===== config.mk =====
export PLATFORM = sky130hd
export DESIGN_NAME = ptp_rx_parser
export DESIGN_NICKNAME = d
export VERILOG_FILES = /design/src/rtl/ptp_rx_pkg.sv /design/src/rtl/ptp_rx_regs.sv /design/src/rtl/ptp_rx_parser.sv
export SDC_FILE = /design/constraint.sdc
export NUM_CORES = 1
export LEC_CHECK = 0
export ABC_AREA = 1
export BUFFER_PORTS_ARGS = -buffer_cell sky130_fd_sc_hd__buf_2
export CAP_MARGIN = 10
export CORE_ASPECT_RATIO = 1.4
export CORE_UTILIZATION = 40
export DETAILED_ROUTE_END_ITERATION = 10
export MAX_ROUTING_LAYER = met4
export PLACE_DENSITY = 0.58
export SLEW_MARGIN = 10
export SYNTH_ARGS = -nofsm -noshare
export SYNTH_HDL_FRONTEND = slang
export SYNTH_SLANG_ARGS = --single-unit

===== constraint.sdc =====
create_clock -name clk -period 2.22 [get_ports clk]
set_input_delay 0.666 -clock clk [delete_from_list [all_inputs] [get_ports clk]]
set_output_delay 0.666 -clock clk [all_outputs]
set_load 0.005 [all_outputs]

===== src/rtl/ptp_rx_pkg.sv =====
`default_nettype none
// ============================================================================
// Package  : ptp_rx_pkg
// Brief    : Field offsets, message types, register map and record type for
//            the PTPv2 receive parser.
// Revision : 1.0 - initial release
// ============================================================================
package ptp_rx_pkg;

    // Payload byte offsets within the PTPv2 common header and timestamp
    localparam logic [6:0] c_off_type       = 7'd0;
    localparam logic [6:0] c_off_version    = 7'd1;
    localparam logic [6:0] c_off_domain     = 7'd4;
    localparam logic [6:0] c_off_corr_first = 7'd8;
    localparam logic [6:0] c_off_corr_last  = 7'd15;
    localparam logic [6:0] c_off_src_first  = 7'd20;
    localparam logic [6:0] c_off_src_last   = 7'd29;
    localparam logic [6:0] c_off_seq_first  = 7'd30;
    localparam logic [6:0] c_off_seq_last   = 7'd31;
    localparam logic [6:0] c_off_hdr_last   = 7'd33;
    localparam logic [6:0] c_off_sec_first  = 7'd34;
    localparam logic [6:0] c_off_sec_last   = 7'd39;
    localparam logic [6:0] c_off_ns_first   = 7'd40;
    localparam logic [6:0] c_off_ns_last    = 7'd43;

    localparam logic [3:0] c_ptp_version    = 4'd2;

    localparam logic [3:0] c_msg_sync       = 4'h0;
    localparam logic [3:0] c_msg_delay_req  = 4'h1;
    localparam logic [3:0] c_msg_follow_up  = 4'h8;
    localparam logic [3:0] c_msg_delay_resp = 4'h9;

    localparam logic [7:0] c_reg_status     = 8'h00;
    localparam logic [7:0] c_reg_ctrl       = 8'h04;
    localparam logic [7:0] c_reg_ts_ns      = 8'h08;
    localparam logic [7:0] c_reg_ts_sec_lo  = 8'h0C;
    localparam logic [7:0] c_reg_ts_sec_hi  = 8'h10;
    localparam logic [7:0] c_reg_corr_lo    = 8'h14;
    localparam logic [7:0] c_reg_corr_hi    = 8'h18;
    localparam logic [7:0] c_reg_src_hi     = 8'h1C;
    localparam logic [7:0] c_reg_src_mid    = 8'h20;
    localparam logic [7:0] c_reg_src_port   = 8'h24;
    localparam logic [7:0] c_reg_cnt_rx     = 8'h28;
    localparam logic [7:0] c_reg_cnt_drop   = 8'h2C;
    localparam logic [7:0] c_reg_pop        = 8'h30;

    typedef struct packed {
        logic [3:0]  msg_type;
        logic [7:0]  domain;
        logic [63:0] correction;
        logic [79:0] src_id;
        logic [15:0] seq_id;
        logic [47:0] ts_sec;
        logic [31:0] ts_ns;
    } ptp_rx_rec_t;

    function automatic logic type_accepted(input logic [3:0] msg_type, input logic accept_all);
        return accept_all
            || (msg_type == c_msg_sync)      || (msg_type == c_msg_delay_req)
            || (msg_type == c_msg_follow_up) || (msg_type == c_msg_delay_resp);
    endfunction

endpackage
`default_nettype wire


===== src/rtl/ptp_rx_regs.sv =====
`default_nettype none
// ============================================================================
// Module   : ptp_rx_regs
// Brief    : Wishbone register file, held record, counters and POP/overflow.
// Revision : 1.0 - initial release
// ============================================================================
module ptp_rx_regs
    import ptp_rx_pkg::*;
#(
    parameter int CNT_W = 32
) (
    input  logic        clk,
    input  logic        rst_n,
    input  logic [31:0] i_wb_addr,
    input  logic [31:0] i_wb_wdata,
    output logic [31:0] o_wb_rdata,
    input  logic        i_wb_we,
    input  logic        i_wb_stb,
    output logic        o_wb_ack,
    input  logic        i_frame_end,
    input  logic        i_commit_ok,
    input  ptp_rx_rec_t i_rec,
    output logic [9:0]  o_ctrl,
    output logic        o_valid
);

    logic              r_ack;
    logic [31:0]       r_rdata;
    logic [31:0]       r_ctrl;
    logic              r_valid;
    logic              r_ovf;
    ptp_rx_rec_t       r_held;
    logic [CNT_W-1:0]  r_cnt_rx;
    logic [CNT_W-1:0]  r_cnt_drop;

    logic [7:0]        w_reg_off;
    logic              w_access;
    logic              w_wr;
    logic              w_pop;
    logic              w_take;
    logic [31:0]       w_rdata;
    logic              w_unused_addr;

    assign w_reg_off     = {i_wb_addr[7:2], 2'b00};
    assign w_unused_addr = ^{i_wb_addr[31:8], i_wb_addr[1:0]};
    assign w_access      = i_wb_stb & ~r_ack;
    assign w_wr          = w_access & i_wb_we;
    assign w_pop         = w_wr && (w_reg_off == c_reg_pop);
    // A POP landing on the commit beat frees the slot for the new record
    assign w_take        = i_frame_end & i_commit_ok & (~r_valid | w_pop);

    assign o_wb_ack   = r_ack;
    assign o_wb_rdata = r_rdata;
    assign o_ctrl     = r_ctrl[9:0];
    assign o_valid    = r_valid;

    always_comb begin
        w_rdata = '0;
        case (w_reg_off)
            c_reg_status:    w_rdata = {r_held.seq_id, 8'h00, r_held.msg_type, 2'b00, r_ovf, r_valid};
            c_reg_ctrl:      w_rdata = r_ctrl;
            c_reg_ts_ns:     w_rdata = r_held.ts_ns;
            c_reg_ts_sec_lo: w_rdata = r_held.ts_sec[31:0];
            c_reg_ts_sec_hi: w_rdata = {16'h0000, r_held.ts_sec[47:32]};
            c_reg_corr_lo:   w_rdata = r_held.correction[31:0];
            c_reg_corr_hi:   w_rdata = r_held.correction[63:32];
            c_reg_src_hi:    w_rdata = r_held.src_id[79:48];
            c_reg_src_mid:   w_rdata = r_held.src_id[47:16];
            c_reg_src_port:  w_rdata = {8'h00, r_held.domain, r_held.src_id[15:0]};
            c_reg_cnt_rx:    w_rdata = 32'(r_cnt_rx);
            c_reg_cnt_drop:  w_rdata = 32'(r_cnt_drop);
            default:         w_rdata = '0;
        endcase
    end

    always_ff @(posedge clk or negedge rst_n) begin
        if (!rst_n) begin
            r_ack      <= 1'b0;
            r_rdata    <= '0;
            r_ctrl     <= '0;
            r_valid    <= 1'b0;
            r_ovf      <= 1'b0;
            r_held     <= '0;
            r_cnt_rx   <= '0;
            r_cnt_drop <= '0;
        end else begin
            r_ack <= w_access;
            if (w_access) begin
                r_rdata <= i_wb_we ? 32'h0 : w_rdata;
            end
            if (w_wr && (w_reg_off == c_reg_ctrl)) begin
                r_ctrl <= i_wb_wdata;
            end
            if (w_wr && (w_reg_off == c_reg_status) && i_wb_wdata[1]) begin
                r_ovf <= 1'b0;
            end
            if (w_pop) begin
                r_valid <= 1'b0;
            end
            if (i_frame_end) begin
                if (w_take) begin
                    r_held   <= i_rec;
                    r_valid  <= 1'b1;
                    r_cnt_rx <= r_cnt_rx + CNT_W'(1);
                end else begin
                    r_cnt_drop <= r_cnt_drop + CNT_W'(1);
                    if (i_commit_ok) begin
                        r_ovf <= 1'b1;
                    end
                end
            end
        end
    end

endmodule
`default_nettype wire


===== src/rtl/ptp_rx_parser.sv =====
`default_nettype none
// ============================================================================
// Module   : ptp_rx_parser
// Brief    : AXI-Stream PTPv2 payload parser with filtering and a Wishbone
//            readable single-entry message record.
// Revision : 1.0 - initial release
// ============================================================================
module ptp_rx_parser
    import ptp_rx_pkg::*;
#(
    parameter int MIN_LEN = 44,
    parameter int CNT_W   = 32
) (
    input  logic        clk,
    input  logic        rst_n,
    input  logic [31:0] wbs_addr_i,
    input  logic [31:0] wbs_data_i,
    output logic [31:0] wbs_data_o,
    input  logic        wbs_we_i,
    input  logic        wbs_stb_i,
    output logic        wbs_ack_o,
    input  logic [7:0]  axis_tdata_i,
    input  logic        axis_tvalid_i,
    output logic        axis_tready_o,
    input  logic        axis_tlast_i,
    input  logic        axis_tuser_i,
    output logic        irq_o
);

    localparam logic [1:0] c_st_idle = 2'd0;
    localparam logic [1:0] c_st_hdr  = 2'd1;
    localparam logic [1:0] c_st_body = 2'd2;
    localparam logic [1:0] c_st_drop = 2'd3;

    localparam logic [7:0] c_min_len = 8'(MIN_LEN);
    localparam logic [6:0] c_cnt_max = 7'd127;

    logic [1:0]  r_state;
    logic [6:0]  r_byte_cnt;
    logic        r_tready;
    ptp_rx_rec_t r_work;

    ptp_rx_rec_t w_work_next;
    logic [9:0]  w_ctrl;
    logic        w_beat;
    logic        w_frame_end;
    logic        w_hdr_bad;
    logic        w_commit_ok;

    assign axis_tready_o = r_tready;
    assign w_beat        = axis_tvalid_i & r_tready;
    assign w_frame_end   = w_beat & axis_tlast_i;

    // Fields arrive MSB first, so each multi-byte field is shifted in
    always_comb begin
        w_work_next = r_work;
        if (w_beat && (r_state != c_st_drop)) begin
            if (r_byte_cnt == c_off_type)
                w_work_next.msg_type = axis_tdata_i[3:0];
            if (r_byte_cnt == c_off_domain)
                w_work_next.domain = axis_tdata_i;
            if ((r_byte_cnt >= c_off_corr_first) && (r_byte_cnt <= c_off_corr_last))
                w_work_next.correction = {r_work.correction[55:0], axis_tdata_i};
            if ((r_byte_cnt >= c_off_src_first) && (r_byte_cnt <= c_off_src_last))
                w_work_next.src_id = {r_work.src_id[71:0], axis_tdata_i};
            if ((r_byte_cnt >= c_off_seq_first) && (r_byte_cnt <= c_off_seq_last))
                w_work_next.seq_id = {r_work.seq_id[7:0], axis_tdata_i};
            if ((r_byte_cnt >= c_off_sec_first) && (r_byte_cnt <= c_off_sec_last))
                w_work_next.ts_sec = {r_work.ts_sec[39:0], axis_tdata_i};
            if ((r_byte_cnt >= c_off_ns_first) && (r_byte_cnt <= c_off_ns_last))
                w_work_next.ts_ns = {r_work.ts_ns[23:0], axis_tdata_i};
        end
    end

    assign w_hdr_bad = (r_byte_cnt == c_off_version)
                    && (!type_accepted(r_work.msg_type, w_ctrl[9])
                        || (axis_tdata_i[3:0] != c_ptp_version));

    assign w_commit_ok = (r_state != c_st_drop) && !axis_tuser_i
                      && (({1'b0, r_byte_cnt} + 8'd1) >= c_min_len)
                      && (!w_ctrl[8] || (w_work_next.domain == w_ctrl[7:0]));

    always_ff @(posedge clk or negedge rst_n) begin
        if (!rst_n) begin
            r_state    <= c_st_idle;
            r_byte_cnt <= '0;
            r_tready   <= 1'b0;
            r_work     <= '0;
        end else begin
            r_tready <= 1'b1;
            if (w_beat) begin
                r_work <= w_work_next;
                if (axis_tlast_i) begin
                    r_state    <= c_st_idle;
                    r_byte_cnt <= '0;
                end else begin
                    if (r_byte_cnt != c_cnt_max) begin
                        r_byte_cnt <= r_byte_cnt + 7'd1;
                    end
                    case (r_state)
                        c_st_idle: r_state <= c_st_hdr;
                        c_st_hdr: begin
                            if (w_hdr_bad)
                                r_state <= c_st_drop;
                            else if (r_byte_cnt == c_off_hdr_last)
                                r_state <= c_st_body;
                        end
                        default: r_state <= r_state;
                    endcase
                end
            end
        end
    end

    ptp_rx_regs #(
        .CNT_W (CNT_W)
    ) u_regs (
        .clk         (clk),
        .rst_n       (rst_n),
        .i_wb_addr   (wbs_addr_i),
        .i_wb_wdata  (wbs_data_i),
        .o_wb_rdata  (wbs_data_o),
        .i_wb_we     (wbs_we_i),
        .i_wb_stb    (wbs_stb_i),
        .o_wb_ack    (wbs_ack_o),
        .i_frame_end (w_frame_end),
        .i_commit_ok (w_commit_ok),
        .i_rec       (w_work_next),
        .o_ctrl      (w_ctrl),
        .o_valid     (irq_o)
    );

endmodule
`default_nettype wire


==> results of run 1 <==
-- cell type report --
cell class	instances	area share (%)
flip-flops and latches	645	44.48
clock buffers	88	4.955
well taps	952	3.283
diodes	2	0.01379
clock inverters	23	0.7724
inverters	539	5.582
multi-input cells	2033	29.02
repair buffers	466	11.90
-- report_power, final --
group          total [mW]  switching, mW  internal (mW)  leakage, nW
clock network        11.0           4.76           6.21         1.02
registers            14.8           1.04           13.7         8.33
logic                5.20           3.05           2.15         8.95
total                31.0           8.86           22.1         18.3
-- worst max-delay path: stages (launching register included) --
cell	delay [ps]
dfrtp_1	400
inv_2	90
ha_4	140
inv_2	40
nor2_4	140
nand3_4	150
buf_12	190
nand2_4	80
nand3_2	50
nand2_1	70
nand2_1	50
nor2_1	100
nand2_1	90
nand2_4	120
nand3_4	160
buf_12	210
buf_12	170
nand2_1	80
o21ai_1	60
-- routing by layer --
| metal | up-vias | track usage [%] |
|---|---|---|
| li1 | 11600 | - |
| met1 | 11590 | 31.00 |
| met2 | 556 | 43.71 |
| met3 | 157 | 3.063 |
| met4 | 0 | 10.17 |
| met5 | - | - |
-- through the flow --
stage,utilization (%),setup TNS (ps),area (sq um),hold WS (ps),cells
floorplan,-,-24630,29640,370.4,3386
global placement,46.28,-165170,33610,458.0,4612
finish,49.98,-88990,36290,239.3,4748
CTS,49.70,-81090,36090,208.3,4738
detailed placement,46.28,-168860,33610,460.3,4612
global route,49.98,-146110,36290,225.0,4748
-- cells in the final DEF (no fill, tap or decap), types with 43 or more instances in the layout --
cell type | Yosys | layout
nand2_1 | 888 | 850
buf_2 | 35 | 86
clkbuf_16 | 0 | 66
o21a_1 | 148 | 148
o21ai_1 | 258 | 257
buf_12 | 0 | 61
dfrtp_1 | 645 | 645
nand3_1 | 135 | 118
xor2_1 | 56 | 56
nor2_1 | 113 | 106
buf_4 | 3 | 293
o21ai_0 | 133 | 130
a21oi_1 | 43 | 43
a221oi_1 | 56 | 56
inv_1 | 535 | 530
-- sequential cells by signal, summed over array words and instances, names as in the netlist --
name               count
u_regs.o_wb_ack        1
r_state                2
axis_tready_o          1
u_regs.r_cnt_rx       32
u_regs.r_ctrl         32
u_regs.r_held        252
r_work               252
u_regs.o_valid         1
u_regs.r_ovf           1
r_byte_cnt             7
u_regs.o_wb_rdata     32
u_regs.r_cnt_drop     32
-- worst paths after layout --
path	to	slack, ps	cells after the start	startpoint
worst max-delay path	u_regs.r_held[50]	-330	18	r_byte_cnt[1]
worst min-delay path	u_regs.r_ctrl[8]	240	2	wbs_data_i[8]
worst max register to register	u_regs.r_held[50]	-330	18	r_byte_cnt[1]
worst min register to register	u_regs.o_wb_rdata[0]	470	2	u_regs.o_wb_rdata[0]
max in group asynchronous	r_work[41]	900	4	rst_n
min in group asynchronous	axis_tready_o	490	2	rst_n
-- cells by family after synthesis --
group                      after synthesis  share of synthesized area [%]
and+or+nand+nor                       1227                          16.98
AOI/OAI and AO/OA                      733                          15.44
buffers and inverters                  709                          10.15
DFF                                    645                          55.16
xor gates and xnor gates                59                          1.766
muxes                                    7                         0.2694
adders and majority gates                5                         0.2138
other                                    1                        0.01281
-- repair_timing --
action / in CTS / in global routing
endpoints found under the setup margin: 317 / 352
resized for setup: 58 / 8
endpoints found under the hold margin: 18 / 0
pin swaps: 14 / 2
hold buffers: 1 / 0
buffers inserted: 8 / 1
gates cloned: 6 / 7
==> impl_metrics.xml, run 1 <==
<?xml version="1.0" encoding="UTF-8"?>
<metrics>
  <group name="routing">
    <metric name="first_pass_iters" unit="">6</metric>
    <metric name="met2RoutedLength" unit="mm">46.28</metric>
    <metric name="num_vias" unit="">23910</metric>
    <metric name="post-route-drc-count" unit="">0</metric>
    <metric name="wire_per_inst" unit="um">19.42</metric>
    <metric name="post_drt_via_cell_ratio" unit="">5.035</metric>
    <metric name="dr_wl_met3" unit="mm">3.831</metric>
    <metric name="first_iteration_detailed_routing_drc_count" unit="">1908</metric>
    <metric name="detail_route.wirelength" unit="mm">92.21</metric>
    <metric name="top_signal_layer_used" unit="">met4</metric>
    <metric name="route.layer.met1.wl" unit="mm">38.28</metric>
    <metric name="drtAntennaViolNets" unit="">0</metric>
  </group>
  <group name="yosys">
    <metric name="yosys_register_bits" unit="">645</metric>
    <metric name="syn_inst" unit="">3386</metric>
    <metric name="synth_common_cells" unit="">nand2_1, dfrtp_1, inv_1</metric>
    <metric name="portion_of_the_post_synthesis_area_used_by_sequential_elements" unit="%">55.16</metric>
    <metric name="synth_fp_nets" unit="">3470</metric>
    <metric name="post_synth_edffs" unit="">0</metric>
    <metric name="post_synth_instance_area" unit="sq mm">0.02926</metric>
    <metric name="synth_top_area_share" unit="%">55.16</metric>
    <metric name="share_of_flip_flops_with_an_asynchronous_set_or_reset" unit="%">100.0</metric>
    <metric name="yosys.area.top_type" unit="">dfrtp_1</metric>
    <metric name="syn_area_per_cell" unit="sq um">8.642</metric>
    <metric name="synthDistinctLibCells" unit="">43</metric>
    <metric name="synth_flop_cell" unit="">dfrtp_1</metric>
    <metric name="yosysMostFrequentCell" unit="">nand2_1</metric>
    <metric name="yosys-top-cells-area" unit="">dfrtp_1, nand2_1, inv_1</metric>
    <metric name="yosysWarnings" unit="">0</metric>
  </group>
  <group name="grt">
    <metric name="grt_antenna_before_repair" unit="">2</metric>
    <metric name="grt_pass1_wl" unit="mm">139.9</metric>
    <metric name="grt_remaining_overflow" unit="">0</metric>
    <metric name="first_global_vias" unit="">23300</metric>
    <metric name="grt_use_total" unit="%">25.69</metric>
    <metric name="pin_count_of_the_biggest_net_entering_global_routing" unit="">78</metric>
  </group>
  <group name="clock_network">
    <metric name="cts.reportedPaths.clkPinSlew" unit="ps">70</metric>
    <metric name="cts_tree" unit="">built</metric>
    <metric name="clock_tree.buffer_depth" unit="">3</metric>
    <metric name="clock_root_buffer" unit="">clkbuf_16</metric>
    <metric name="clock_sinks" unit="">645</metric>
    <metric name="h-tree-depth" unit="">2</metric>
    <metric name="cts_inserted_buffers" unit="">61</metric>
    <metric name="worstSkewPairLatency" unit="ps">660</metric>
  </group>
  <group name="die">
    <metric name="dieHeight" unit="um">322.0</metric>
    <metric name="design.die.area" unit="sq mm">0.07426</metric>
    <metric name="die-width" unit="um">230.6</metric>
    <metric name="floorplan.rows" unit="">117</metric>
    <metric name="core_region_area" unit="sq mm">0.07261</metric>
    <metric name="num_io_pins" unit="">114</metric>
    <metric name="initial_core_util" unit="%">40.30</metric>
  </group>
  <group name="placement">
    <metric name="port_buffers" unit="">87</metric>
    <metric name="place_hpwl" unit="mm">68.20</metric>
    <metric name="dp_worst_setup_slack" unit="ps">-783.6</metric>
    <metric name="place.gp.congestion" unit="">0.9610</metric>
  </group>
  <group name="sta">
    <metric name="final.min_clock_period" unit="ps">2554</metric>
    <metric name="final_setup_skew" unit="ps">19.28</metric>
    <metric name="grt_setup_unrepaired" unit="">yes</metric>
    <metric name="fmax" unit="MHz">391.5</metric>
    <metric name="slew_headroom" unit="%">41.88</metric>
    <metric name="hold_violations" unit="">0</metric>
    <metric name="slew_at_the_pin_closest_to_its_max_slew_limit" unit="ps">849.8</metric>
    <metric name="final_worst_path_setup_slack" unit="ps">-334.1</metric>
    <metric name="period_share" unit="%">115.1</metric>
    <metric name="drv_slew" unit="">0</metric>
    <metric name="setup_viol" unit="">319</metric>
  </group>
  <group name="finish">
    <metric name="drive_gt1_share" unit="%">17.92</metric>
    <metric name="final.fill_count" unit="">6992</metric>
    <metric name="multi_input_area" unit="sq mm">0.01053</metric>
    <metric name="regArea" unit="sq mm">0.01614</metric>
    <metric name="number_of_nets_in_the_layout" unit="">3830</metric>
    <metric name="layout-area-overhead-vs-synth" unit="%">24.00</metric>
  </group>
  <group name="worst_setup_path">
    <metric name="cp-end-kind" unit="">register</metric>
    <metric name="timing.setup.critical_path_class" unit="">register to register</metric>
    <metric name="cp_data_arrival_time" unit="ps">3090</metric>
    <metric name="worst-endpoint-required" unit="ps">2750</metric>
    <metric name="critical_path.max_fanout" unit="">30</metric>
    <metric name="worstSetupStartpointType" unit="">register</metric>
  </group>
  <group name="run_status">
    <metric name="violated_checks" unit="">setup timing</metric>
    <metric name="status" unit="">finished with violations</metric>
  </group>
  <group name="worst_hold_path">
    <metric name="min_path_type" unit="">input port to register</metric>
  </group>
  <group name="flow_run">
    <metric name="maxCapViolations" unit="">0</metric>
  </group>
  <group name="power">
    <metric name="power_leakage" unit="nW">18.30</metric>
    <metric name="p_total" unit="mW">30.96</metric>
    <metric name="power_per_cell_area" unit="mW/mm^2">853.3</metric>
    <metric name="vdd_drop_max" unit="mV">0.6331</metric>
  </group>
</metrics>
(Power assumes the default switching activity.)
==> run 2, diff against run 1 <==
--- a/config.mk
+++ b/config.mk
@@ -8,11 +8,13 @@
 export ABC_AREA = 1
 export BUFFER_PORTS_ARGS = -buffer_cell sky130_fd_sc_hd__buf_2
 export CAP_MARGIN = 10
+export CELL_PAD_IN_SITES_DETAIL_PLACEMENT = 0
+export CELL_PAD_IN_SITES_GLOBAL_PLACEMENT = 1
 export CORE_ASPECT_RATIO = 1.4
 export CORE_UTILIZATION = 40
 export DETAILED_ROUTE_END_ITERATION = 10
 export MAX_ROUTING_LAYER = met4
-export PLACE_DENSITY = 0.58
+export PLACE_DENSITY = 0.72
 export SLEW_MARGIN = 10
 export SYNTH_ARGS = -nofsm -noshare
 export SYNTH_HDL_FRONTEND = slang
==> impl_metrics.xml, run 2 (same netlist as run 1, synthesis figures left out) <==
<?xml version="1.0" encoding="UTF-8"?>
<metrics>
  <group name="sta">
    <metric name="final_worst_path_setup_slack" unit="ps">-389.3</metric>
    <metric name="hold_violations" unit="">0</metric>
    <metric name="period_share" unit="%">117.5</metric>
    <metric name="fmax" unit="MHz">383.2</metric>
    <metric name="drv_slew" unit="">0</metric>
    <metric name="final.min_clock_period" unit="ps">2609</metric>
    <metric name="final_setup_skew" unit="ps">31.15</metric>
    <metric name="grt_setup_unrepaired" unit="">yes</metric>
    <metric name="setup_viol" unit="">317</metric>
    <metric name="slew_headroom" unit="%">57.93</metric>
    <metric name="finalSetupTns" unit="ps">-90340</metric>
    <metric name="slew_at_the_pin_closest_to_its_max_slew_limit" unit="ps">631.1</metric>
  </group>
  <group name="die">
    <metric name="core_region_area" unit="sq mm">0.07261</metric>
    <metric name="num_io_pins" unit="">114</metric>
    <metric name="die-width" unit="um">230.6</metric>
    <metric name="design.die.area" unit="sq mm">0.07426</metric>
    <metric name="initial_core_util" unit="%">40.30</metric>
    <metric name="dieHeight" unit="um">322.0</metric>
    <metric name="floorplan.rows" unit="">117</metric>
  </group>
  <group name="routing">
    <metric name="post-route-drc-count" unit="">0</metric>
    <metric name="first_pass_iters" unit="">5</metric>
    <metric name="wire_per_inst" unit="um">19.61</metric>
    <metric name="num_vias" unit="">24210</metric>
    <metric name="drtAntennaViolNets" unit="">0</metric>
    <metric name="first_iteration_detailed_routing_drc_count" unit="">1670</metric>
    <metric name="detail_route.wirelength" unit="mm">94.01</metric>
    <metric name="post_drt_via_cell_ratio" unit="">5.050</metric>
  </group>
  <group name="placement">
    <metric name="port_buffers" unit="">87</metric>
    <metric name="place.gp.congestion" unit="">0.9174</metric>
    <metric name="place_hpwl" unit="mm">67.84</metric>
    <metric name="dp_worst_setup_slack" unit="ps">-610.7</metric>
    <metric name="placed_cell_area" unit="sq mm">0.03380</metric>
  </group>
  <group name="power">
    <metric name="power_per_cell_area" unit="mW/mm^2">857.9</metric>
    <metric name="vdd_drop_max" unit="mV">0.5505</metric>
    <metric name="comb_power_share" unit="%">16.0</metric>
    <metric name="pwr-share-seq" unit="%">46.5</metric>
    <metric name="power_frac_clock" unit="%">37.4</metric>
    <metric name="power_leakage" unit="nW">18.82</metric>
    <metric name="power_switching" unit="mW">8.974</metric>
    <metric name="swShare" unit="%">28.19</metric>
    <metric name="internal_power_component" unit="mW">22.86</metric>
  </group>
  <group name="clock_network">
    <metric name="cts.reportedPaths.clkPinSlew" unit="ps">60</metric>
    <metric name="worstSkewPairLatency" unit="ps">630</metric>
    <metric name="cts_tree" unit="">built</metric>
    <metric name="clock_sinks" unit="">645</metric>
    <metric name="cts_inserted_buffers" unit="">69</metric>
    <metric name="clock_root_buffer" unit="">clkbuf_16</metric>
    <metric name="clock_tree.buffer_depth" unit="">3</metric>
    <metric name="h-tree-depth" unit="">3</metric>
  </group>
  <group name="worst_setup_path">
    <metric name="critical_path.n_buffers_inverters" unit="">6</metric>
    <metric name="critical_path.max_fanout" unit="">16</metric>
    <metric name="cp-end-kind" unit="">register</metric>
    <metric name="worstSetupStartpointType" unit="">register</metric>
    <metric name="worst-endpoint-required" unit="ps">2730</metric>
    <metric name="worstPathCellList" unit="">buf_6 &gt; ha_2 &gt; buf_4 &gt; xnor2_1 &gt; o21ai_1 &gt; a21oi_1 &gt; a21oi_1 &gt; buf_4 &gt; nand3_4 &gt; buf_8 &gt; buf_12 &gt; bufbuf_16 &gt; nand2_2 &gt; o21ai_2</metric>
    <metric name="critical_path.slowest_cell" unit="">dfrtp_1</metric>
    <metric name="timing.setup.critical_path_class" unit="">register to register</metric>
    <metric name="cp_data_arrival_time" unit="ps">3120</metric>
    <metric name="slowest_delay" unit="ps">400</metric>
    <metric name="path_delay_family" unit="">buffers and inverters</metric>
  </group>
  <group name="grt">
    <metric name="grt_remaining_overflow" unit="">0</metric>
    <metric name="pin_count_of_the_biggest_net_entering_global_routing" unit="">95</metric>
    <metric name="first_global_vias" unit="">23700</metric>
    <metric name="grt_pass1_wl" unit="mm">141.8</metric>
    <metric name="grt_use_total" unit="%">26.31</metric>
    <metric name="grt_antenna_before_repair" unit="">4</metric>
  </group>
  <group name="run_status">
    <metric name="status" unit="">finished with violations</metric>
    <metric name="violated_checks" unit="">setup timing</metric>
  </group>
  <group name="finish">
    <metric name="final_common_cell" unit="">nand2_1</metric>
    <metric name="drive_gt1_share" unit="%">18.73</metric>
    <metric name="number_of_nets_in_the_layout" unit="">3871</metric>
    <metric name="final.fill_count" unit="">7018</metric>
    <metric name="most-common-layout-cells" unit="">nand2_1, dfrtp_1, inv_1, buf_4, o21ai_1</metric>
    <metric name="stdcell_area" unit="sq mm">0.03711</metric>
    <metric name="reg_top3" unit="">r_work x252, u_regs.r_held x252</metric>
    <metric name="regArea" unit="sq mm">0.01614</metric>
    <metric name="multi_input_area" unit="sq mm">0.01048</metric>
    <metric name="layout-area-overhead-vs-synth" unit="%">26.80</metric>
  </group>
  <group name="worst_hold_path">
    <metric name="min_path_type" unit="">input port to register</metric>
  </group>
  <group name="flow_run">
    <metric name="maxCapViolations" unit="">0</metric>
  </group>
</metrics>
## run 2: changes by cell type in the layout (fill, tap and decap cells not counted), sizes merged
cell	delta
buf	+24
clkbuf	+10
clkinv	+8
bufbuf	+7
clkinvlp	-4
diode	+2
inv	-2
bufinv	+1
## run 2: per-stage QoR
step	utilization [%]	hold slack, ps	power (mW)	std cells
after CTS	50.69	243.7	32.09	4782
after global routing	51.10	282.2	33.48	4794
final	51.10	268.1	31.83	4794
after floorplan	-	370.4	17.98	3386
after detailed placement	46.55	458.0	20.05	4634
after global placement	46.55	425.4	19.92	4634
## run 2: final timing paths
kind | startpoint | to | slack, ps | cells after the start
min | wbs_stb_i | u_regs.o_wb_ack | 270 | 3
max reg2reg | r_byte_cnt[0] | u_regs.r_held[131] | -390 | 14
min in group asynchronous | rst_n | r_byte_cnt[0] | 520 | 2
max | r_byte_cnt[0] | u_regs.r_held[131] | -390 | 14
min reg2reg | u_regs.o_wb_ack | u_regs.o_wb_ack | 460 | 1
max in group asynchronous | rst_n | r_work[79] | 870 | 4
## run 2: worst min-delay path, stage by stage
cell    delay, ps
buf_2         100
inv_1          40
nor2_1         50
## run 2: cell type report
| cell class | count | share of cell area, % |
|---|---|---|
| flip-flops and latches | 645 | 43.50 |
| well taps | 952 | 3.210 |
| diodes | 4 | 0.02698 |
| repair buffers | 499 | 13.32 |
| clock inverters | 26 | 0.8767 |
| inverters | 539 | 5.459 |
| multi-input cells | 2033 | 28.25 |
| clock buffers | 96 | 5.358 |
## run 2: timing repair
item / in CTS / in global routing
setup endpoints to repair: 320 / 386
buffers inserted: 9 / 1
hold endpoints to repair: 16 / 0
pin swaps: 3 / 4
resized for setup: 44 / 25
gates cloned: 16 / 7
hold buffers: 1 / 0
## run 2: per-layer routing
| layer | up-vias | track usage [%] | share of wire [%] |
|---|---|---|---|
| met5 | - | - | 0 |
| met4 | 0 | 11.99 | 4.2 |
| met3 | 152 | 4.046 | 5.5 |
| met2 | 638 | 41.99 | 48 |
| met1 | 11720 | 32.92 | 43 |
| li1 | 11700 | - | - |
## run 2: power groups by stage
stage / Combinational (mW) / Clock [mW] / Sequential [mW]
after CTS: 5.14 / 12.1 / 14.8
after detailed placement: 5.06 / 0 / 15.0
final: 5.11 / 11.9 / 14.8
after global routing: 5.91 / 12.6 / 15.0
after global placement: 4.96 / 0 / 15.0
after floorplan: 3.37 / 0 / 14.6
